===== config.mk =====
export PLATFORM = sky130hd
export DESIGN_NAME = channel_arbiter_flat
export DESIGN_NICKNAME = d
export VERILOG_FILES = /design/src/rtl/channel_arbiter_if.sv /design/src/rtl/channel_arbiter.sv /design/src/flat_wrapper.sv
export SDC_FILE = /design/constraint.sdc
export NUM_CORES = 1
export LEC_CHECK = 0
export BUFFER_PORTS_ARGS = -buffer_cell sky130_fd_sc_hd__buf_2
export CAP_MARGIN = 20
export CELL_PAD_IN_SITES_DETAIL_PLACEMENT = 0
export CELL_PAD_IN_SITES_GLOBAL_PLACEMENT = 1
export CORE_MARGIN = 4
export CORE_UTILIZATION = 28
export DETAILED_ROUTE_END_ITERATION = 12
export GPL_ROUTABILITY_DRIVEN = 1
export GPL_TIMING_DRIVEN = 0
export PLACE_DENSITY_LB_ADDON = 0.1
export SYNTH_ARGS = -nofsm -noshare
export SYNTH_HDL_FRONTEND = slang
export SYNTH_SLANG_ARGS = --single-unit

===== constraint.sdc =====
create_clock -name clk -period 1.52 [get_ports clk]
set_input_delay 0.076 -clock clk [delete_from_list [all_inputs] [get_ports clk]]
set_output_delay 0.076 -clock clk [all_outputs]
set_load 0.01 [all_outputs]

===== src/rtl/channel_arbiter_if.sv =====
// Handshake bundle between COUNT producer streams, the arbiter and the shared consumer.
// Packet-lock sideband signals exist only when CHANNEL_ARBITER_LOCK_EN is defined.
interface channel_arbiter_if #(
   parameter int WIDTH = 8,
   parameter int COUNT = 4
);
   localparam int SRC_W = $clog2(COUNT);

   logic [COUNT*WIDTH-1:0] in_dat;
   logic [COUNT-1:0]       in_set;
   logic [COUNT-1:0]       in_get;
   logic [WIDTH-1:0]       out_dat;
   logic [SRC_W-1:0]       out_src;
   logic                   out_set;
   logic                   out_get;
`ifdef CHANNEL_ARBITER_LOCK_EN
   logic [COUNT-1:0]       in_lst;
   logic                   out_lst;

   modport master (
      output in_dat, in_set, in_lst, out_get,
      input  in_get, out_dat, out_src, out_set, out_lst
   );
   modport slave (
      input  in_dat, in_set, in_lst, out_get,
      output in_get, out_dat, out_src, out_set, out_lst
   );
`else
   modport master (
      output in_dat, in_set, out_get,
      input  in_get, out_dat, out_src, out_set
   );
   modport slave (
      input  in_dat, in_set, out_get,
      output in_get, out_dat, out_src, out_set
   );
`endif
endinterface


===== src/rtl/channel_arbiter.sv =====
// Round-robin merge of COUNT set/get streams into one registered, source-tagged output.
// Define CHANNEL_ARBITER_LOCK_EN to hold the grant on one input until its last word.
module channel_arbiter #(
   parameter int WIDTH = 8,
   parameter int COUNT = 4
) (
   input logic               clk,
   input logic               rst,
   channel_arbiter_if.slave  bus
);
   localparam int SRC_W = $clog2(COUNT);

   logic [WIDTH-1:0] dat_arr [COUNT];

   logic [WIDTH-1:0] out_dat_reg, out_dat_next;
   logic [SRC_W-1:0] out_src_reg, out_src_next;
   logic             out_set_reg, out_set_next;
   logic [SRC_W-1:0] ptr_reg, ptr_next;
`ifdef CHANNEL_ARBITER_LOCK_EN
   logic             lock_reg, lock_next;
   logic             out_lst_reg, out_lst_next;
`endif

   logic [SRC_W-1:0] win;
   logic             found;
   logic             free;
   logic             grant;

   genvar gi;
   generate
      for (gi = 0; gi < COUNT; gi++) begin : g_unpack
         assign dat_arr[gi] = bus.in_dat[gi*WIDTH +: WIDTH];
      end
   endgenerate

   always_ff @(posedge clk) begin
      if (rst) begin
         out_dat_reg <= '0;
         out_src_reg <= '0;
         out_set_reg <= 1'b0;
         ptr_reg     <= SRC_W'(COUNT - 1);
`ifdef CHANNEL_ARBITER_LOCK_EN
         lock_reg    <= 1'b0;
         out_lst_reg <= 1'b0;
`endif
      end else begin
         out_dat_reg <= out_dat_next;
         out_src_reg <= out_src_next;
         out_set_reg <= out_set_next;
         ptr_reg     <= ptr_next;
`ifdef CHANNEL_ARBITER_LOCK_EN
         lock_reg    <= lock_next;
         out_lst_reg <= out_lst_next;
`endif
      end
   end

   // Winner search starts just past the last served input and wraps once around.
   always_comb begin
      logic [SRC_W-1:0] cand;
      win   = ptr_reg;
      found = 1'b0;
      cand  = '0;
      for (int k = 1; k <= COUNT; k++) begin
         cand = SRC_W'((int'(ptr_reg) + k) % COUNT);
         if (!found && bus.in_set[cand]) begin
            win   = cand;
            found = 1'b1;
         end
      end
`ifdef CHANNEL_ARBITER_LOCK_EN
      // Mid-packet, only the locked source may transfer; others keep waiting.
      if (lock_reg) begin
         win   = ptr_reg;
         found = bus.in_set[ptr_reg];
      end
`endif
      free  = !out_set_reg || bus.out_get;
      grant = !rst && free && found;

      out_dat_next = out_dat_reg;
      out_src_next = out_src_reg;
      out_set_next = out_set_reg;
      ptr_next     = ptr_reg;
`ifdef CHANNEL_ARBITER_LOCK_EN
      lock_next    = lock_reg;
      out_lst_next = out_lst_reg;
`endif
      if (grant) begin
         out_dat_next = dat_arr[win];
         out_src_next = win;
         out_set_next = 1'b1;
         ptr_next     = win;
`ifdef CHANNEL_ARBITER_LOCK_EN
         lock_next    = !bus.in_lst[win];
         out_lst_next = bus.in_lst[win];
`endif
      end else if (free) begin
         out_set_next = 1'b0;
      end
   end

   always_comb begin
      bus.in_get = '0;
      if (grant) begin
         bus.in_get[win] = 1'b1;
      end
   end

   assign bus.out_dat = out_dat_reg;
   assign bus.out_src = out_src_reg;
   assign bus.out_set = out_set_reg;
`ifdef CHANNEL_ARBITER_LOCK_EN
   assign bus.out_lst = out_lst_reg;
`endif
endmodule


===== src/flat_wrapper.sv =====
// flat-port wrapper written by rule: the top's interface ports become plain ports
module channel_arbiter_flat 
#(
   parameter int WIDTH = 8,
   parameter int COUNT = 4
)
  (clk, rst, bus_in_dat, bus_in_set, bus_out_get, bus_in_get, bus_out_dat, bus_out_src, bus_out_set);
  channel_arbiter_if #(.WIDTH(WIDTH), .COUNT(COUNT)) bus_i ();
  input logic clk;
  input logic rst;
  input wire logic [$bits(bus_i.in_dat)-1:0] bus_in_dat;
  input wire logic [$bits(bus_i.in_set)-1:0] bus_in_set;
  input wire logic [$bits(bus_i.out_get)-1:0] bus_out_get;
  output wire logic [$bits(bus_i.in_get)-1:0] bus_in_get;
  output wire logic [$bits(bus_i.out_dat)-1:0] bus_out_dat;
  output wire logic [$bits(bus_i.out_src)-1:0] bus_out_src;
  output wire logic [$bits(bus_i.out_set)-1:0] bus_out_set;
  assign bus_i.in_dat = bus_in_dat;
  assign bus_i.in_set = bus_in_set;
  assign bus_i.out_get = bus_out_get;
  assign bus_in_get = bus_i.in_get;
  assign bus_out_dat = bus_i.out_dat;
  assign bus_out_src = bus_i.out_src;
  assign bus_out_set = bus_i.out_set;
  channel_arbiter #(.WIDTH(WIDTH), .COUNT(COUNT)) u_core (.clk(clk), .rst(rst), .bus(bus_i));
endmodule

# After elaboration in Yosys (flattened, before gate mapping)
# Cells that the tools add are included.
dict set report totals {
  reg_bits 13
  inputBits 39
  out_inout_bits 15
  wordCells 53
}
dict set report op_classes {
  n_addsub 4
  magnitude_cmp 7
  muxes 24
  bitwise_logic 1
  reduce_logical 13
}
# cell count
set op_table {}
lappend op_table {{$bmux 8 s2} 1}
lappend op_table {{$mux 8} 2}
lappend op_table {{$lt 2x3->1 const B} 5}
lappend op_table {{$mux 1} 11}
lappend op_table {{$bmux 1 s2} 4}
lappend op_table {{$mux 2} 4}
lappend op_table {{$logic_and 1x1->1} 6}
lappend op_table {{$logic_not 1->1} 5}
lappend op_table {{$add 2x1->2 const B} 2}
lappend op_table {{$add 2x2->2 const B} 2}
lappend op_table {{$mux 4} 1}
lappend op_table {{$ge 3x3->1 const B} 1}
lappend op_table {{$not 2->3} 1}
lappend op_table {{$demux 1 s2} 1}
lappend op_table {{$ge 2x1->1 const B} 1}
lappend op_table {{$reduce_bool 2->1} 1}
lappend op_table {{$logic_or 1x1->1} 1}

# Logic depth before layout (Yosys ltp)
dict set report depth {
  ltp_word 18
  mapped_depth 8
}

# Worst setup path after synthesis
# No wires, ideal clock.
dict set report synth_path {
  path_type {flip-flop to flip-flop}
  startpoint {register u_core.ptr_reg[1]}
  endpoint {register u_core.out_dat_reg[1] (netlist: u_core.bus.out_dat[1])}
  setup_ns 0.073
  t_arrival_ns 1.509
  t_required_ns 1.447
  path_slack_ns -0.062
  path_stages_with_launch 8
  path_buffers 2
  path_cell_list {dfxtp_1 -> buf_6 -> mux2i_1 -> nor2_1 -> a311oi_2 -> buf_6 -> mux2_4 -> o211ai_2}
}
dict set report synth_via {
  elab_chain_cells 17
  elab_cells_between_ends 31
  cone_classes {4 x add/sub; 19 x mux; 1 x bitwise; 7 x reduce/logical}
}
# item line
set synth_rtl {}
lappend synth_rtl {{start: declaration} channel_arbiter.sv:18} ;# logic [SRC_W-1:0] ptr_reg, ptr_next;
lappend synth_rtl {{start signal: assignment} channel_arbiter.sv:41} ;# ptr_reg <= SRC_W'(COUNT - 1);
lappend synth_rtl {{start signal: assignment} channel_arbiter.sv:50} ;# ptr_reg <= ptr_next;
lappend synth_rtl {{$add 2x1->2} channel_arbiter.sv:65} ;# cand = SRC_W'((int'(ptr_reg) + k) % COUNT);
lappend synth_rtl {{$bmux 1 s2} channel_arbiter.sv:66} ;# if (!found && bus.in_set[cand]) begin
lappend synth_rtl {{$mux 1 (not written as such)} channel_arbiter.sv:66}
lappend synth_rtl {{$mux 1} channel_arbiter.sv:66}
lappend synth_rtl {{$logic_not 1->1} channel_arbiter.sv:66}
lappend synth_rtl {{$logic_and 1x1->1} channel_arbiter.sv:66}
lappend synth_rtl {{$mux 1} channel_arbiter.sv:66}
lappend synth_rtl {{$logic_not 1->1} channel_arbiter.sv:66}
lappend synth_rtl {{$logic_and 1x1->1} channel_arbiter.sv:66}
lappend synth_rtl {{$mux 1} channel_arbiter.sv:66}
lappend synth_rtl {{$logic_not 1->1} channel_arbiter.sv:66}
lappend synth_rtl {{$logic_and 1x1->1} channel_arbiter.sv:66}
lappend synth_rtl {{$mux 2} channel_arbiter.sv:66}
lappend synth_rtl {{$not 2->3 (not written as such)} channel_arbiter.sv:90} ;# out_dat_next = dat_arr[win];
lappend synth_rtl {{$bmux 8 s2} channel_arbiter.sv:90}
lappend synth_rtl {{$mux 8 (not written as such) (2 in series)} channel_arbiter.sv:90}
lappend synth_rtl {{end signal: assignment} channel_arbiter.sv:47} ;# out_dat_reg <= out_dat_next;
lappend synth_rtl {{end: declaration} channel_arbiter.sv:15} ;# logic [WIDTH-1:0] out_dat_reg, out_dat_next;
# Several ways; a longest one is shown, not always the timed one. The select of a mux whose other input is x is not followed.
# A chain may end at the register's enable or synchronous reset.

# Final worst setup path
dict set report layout_path {
  startpoint {register u_core.ptr_reg[1]}
  endpoint {output port bus_in_get[3]}
}
dict set report layout_via {
  elab_chain_cells 18
  elab_cells_between_ends 33
  cone_classes {4 x add/sub; 2 x order compare; 19 x mux; 8 x reduce/logical}
}
# item line
set layout_rtl {}
lappend layout_rtl {{$add 2x1->2} channel_arbiter.sv:65}
lappend layout_rtl {{$bmux 1 s2} channel_arbiter.sv:66}
lappend layout_rtl {{$mux 1 (not written as such)} channel_arbiter.sv:66}
lappend layout_rtl {{$mux 1} channel_arbiter.sv:66}
lappend layout_rtl {{$logic_not 1->1} channel_arbiter.sv:66}
lappend layout_rtl {{$logic_and 1x1->1} channel_arbiter.sv:66}
lappend layout_rtl {{$mux 1} channel_arbiter.sv:66}
lappend layout_rtl {{$logic_not 1->1} channel_arbiter.sv:66}
lappend layout_rtl {{[... 2 more ...]} --}
lappend layout_rtl {{$logic_not 1->1} channel_arbiter.sv:66}
lappend layout_rtl {{$logic_and 1x1->1} channel_arbiter.sv:66}
lappend layout_rtl {{$mux 2} channel_arbiter.sv:66}
lappend layout_rtl {{$lt 2x3->1 (not written as such) / $ge 2x1->1 (equally long branches)} channel_arbiter.sv:106} ;# bus.in_get[win] = 1'b1;
lappend layout_rtl {{$logic_and 1x1->1 (not written as such)} channel_arbiter.sv:106}
lappend layout_rtl {{$mux 1 (not written as such)} channel_arbiter.sv:106}
lappend layout_rtl {{$demux 1 s2} --}
lappend layout_rtl {{$mux 4 (*)} channel_arbiter.sv:105} ;# if (grant) begin
lappend layout_rtl {{end: declaration} flat_wrapper.sv:14} ;# output wire logic [$bits(bus_i.in_get)-1:0] bus_in_get;
# Every way passes the cells marked *; elsewhere a longest branch is shown, timed or not. The select of a mux whose other input is x is not followed.

==> results by group <==
Placement
  – Placer congestion estimate: 0.7049
  – Placed cell count: 201
  – Port bufs: 52
  – Detailed placement HPWL: 2112 um

Layout
  – Nets: ~210
  – Fillers: around 370
  – Max FFs per register: 8
  – Area grow syn2layout: 51.29%
  – Final core utilization: 0.4413
  – Final std cells w/o fill: approximately 220
  – # diodes: 0
  – Share of layout cells above drive strength 1: 0.6450

Die
  – Core region area: 3337 um2
  – Initial core utilization: 0.2917
  – Row cnt: 21
  – Die ar.: 4484 um2
  – Die W: around 67 um
  – Die Height: 66.96 um
  – # IOs: 54

STA
  – Final setup vio count: 12
  – Relative slew margins: 0.5348
  – Fin crit share: 1.121
  – Setup repair after global routing missed its margin: yes
  – Fmax: 586.9 MHz
  – Setup ws final: -183.7 ps
  – Crit path time final: 1704 ps
  – Final Skew: approximately 8.9 ps
  – Fin Hold WS: 84.31 ps
  – Final hold violations: 0
  – TNS Setup: -1650 ps
  – Worst slew pin tran: 695.2 ps
  – Pins Over Slew Limit: 0

Global route
  – First-pass GRT wire length: 4422 um
  – Tot GR Track Use: 0.1340
  – Pin count of the biggest net entering global routing: 11
  – Global route overflow: 0
  – Vias in the first global route: 940
  – Initial antenna violation count: 0

CTS
  – Clock Sinks: 13
  – Clk slew on worst S/H paths: 90 ps
  – CTS tree: yes
  – Clock buffer depth: 2
  – Clock latency on the worst-skew pair: roughly 280 ps
  – CTS Buf Count: 3
  – Post-CTS Hold Fix Bufs: 0
  – H-tree Lvls: 1
  – Root buffer cell: clkbuf_4

Setup path
  – Crit Path Category: reg2out
  – CP Data Required Time: about 1400 ps
  – CP max FO: 8
  – Critical path arrival: 1630 ps
  – Critical path endpoint category: primary output
  – Startpoint types: register
  – Cells on worst reg2reg path: 7

Drt
  – Drc violations: 0
  – ANT nets after route: 0
  – Drt first pass iters: 4
  – DR WL/cell: 13.42 um
  – Total Wirelength: 2885 um
  – Routed via count: 985
  – 1st-iter DRT viols: 11
  – Vias per cell: around 4.6

Outcome
  – Outcome: finished with violations
  – Failing checks: negative setup slack

Synthesis
  – Post-synth ARST share: 0
  – Most used DFF post-synth: dfxtp_1
  – Syn. warnings: 0
  – Count leader, synth: nand3_1
  – Number of enable flip-flop cells after synthesis: 0
  – Syn Nets: roughly 140
  – Cells after synthesis: 103
  – Synth area leaders: dfxtp_1 (27%), mux2_4 (12%), o211ai_2 (10%), mux2i_1 (9.3%), nand3_1 (8.2%)
  – Mapped cell area: 973.4 um2
  – Seq/Total Area, Yosys: 0.2674
  – Cell taking the most area after synthesis: dfxtp_1
  – Synth cell count leaders: nand3_1 (16), dfxtp_1 (13), mux2i_1 (9), nand2_1 (9)
  – Synth cell types: 27
  – Top-area cell type share of the netlist area: 0.2674
  – Flops & latches, synth: 13
  – Syn_area_per_cell: 9.451 um2

Power and ir drop
  – Comb power frac: 0.479
  – Switch Pwr: between 0.4 and 0.5 mW
  – Clock power frac: 0.179
  – Cell Int Power: between 0.8 and 0.9 mW
  – Sequential Power Share: 0.342
  – Maximum vdd drop: 0.3658 mV
  – Total chip power: 1.241 mW
  – Pwr/cell area: ~840 nW/um2
  – Leakage: 0.7162 nW
  – Switching share of power: 0.3445

Hold path
  – Class of the worst hold path: in2reg
  – Hold path cells: 3

Flow run
  – Max-cap violations: 0
## metrics by stage
step           setup slack (ps)  area, um2
2_1_floorplan            -9.755      974.7
3_3_place_gp             -140.8       1292
3_5_place_dp             -161.2       1292
4_1_cts                  -252.9       1424
5_1_grt                  -295.6       1473
6_report                 -183.7       1473
## final cells by class
cell class	instances	area, um2	area share
Sequential cell	13	264.0	0.1793
Clock buffer	3	22.52	0.01529
Inverter	2	7.507	0.005098
Multi-Input combinational cell	80	683.2	0.4639
Clock inverter	1	5.005	0.003398
Timing Repair Buffer	64	367.9	0.2498
Buffer	6	65.06	0.04418
Tap cell	46	57.56	0.03908
## worst paths after layout
kind         slack [ps]                                 end                          startpoint
max reg2reg        -140  u_core.bus.out_dat[2]$_SDFFE_PP0P_      u_core.ptr_reg[1]$_SDFFE_PP1P_
max                -180                       bus_in_get[3]      u_core.ptr_reg[1]$_SDFFE_PP1P_
min                  80  u_core.bus.out_dat[1]$_SDFFE_PP0P_                       bus_in_dat[1]
min reg2reg         480  u_core.bus.out_dat[2]$_SDFFE_PP0P_  u_core.bus.out_dat[2]$_SDFFE_PP0P_
## critical path, stage by stage (launching register included)
cell and delay, ps:
dfxtp_4 390, mux2i_1 180, nor2_1 70, a311oi_2 250
buf_6 170, inv_2 40, and3_4 140, buf_6 110
## timing repair
| action | in CTS | in global routing |
|---|---|---|
| cloned | 1 | 0 |
| endpoints found under the setup margin | 14 | 14 |
| pin swaps | 4 | 4 |
| gates resized for setup | 14 | 9 |
| setup buffers | 9 | 2 |
## layer usage
metal	up-vias	track usage	wire length, um
li1	500	-	-
met1	453	0.1655	1280
met2	30	0.2203	1386
met3	2	0.04384	201
met4	0	0.03797	17
met5	-	0	0
## power groups by stage
stage          clock (mW)  combinational, mW  sequential [mW]
4_1_cts             0.235              0.561            0.426
2_1_floorplan           0              0.308            0.448
6_report            0.222              0.594            0.425
5_1_grt             0.259              0.647            0.431
3_5_place_dp            0              0.495            0.428
3_3_place_gp            0              0.489            0.425
## kinds of logic after synthesis
| group | after synthesis | share of synthesized area |
|---|---|---|
| AND/OR/NAND/NOR | 47 | 0.2661 |
| flip-flops | 13 | 0.2674 |
| buffers and inverters | 10 | 0.08482 |
| multiplexers | 17 | 0.2159 |
| AO/OA/AOI/OAI | 16 | 0.1658 |
## layout by cell type, fill, tap and decap left out, types with 2 or more instances in the layout
cell,count
buf_6,5
nand2b_1,3
buf_2,51
nand3_1,16
mux2i_2,6
dfxtp_1,12
buf_4,11
mux2i_1,3
a21oi_1,2
nor2_1,6
nor2_2,2
nand2_1,9
o211ai_2,8
mux2_4,8
clkbuf_4,3
(Power assumes the default switching activity.)
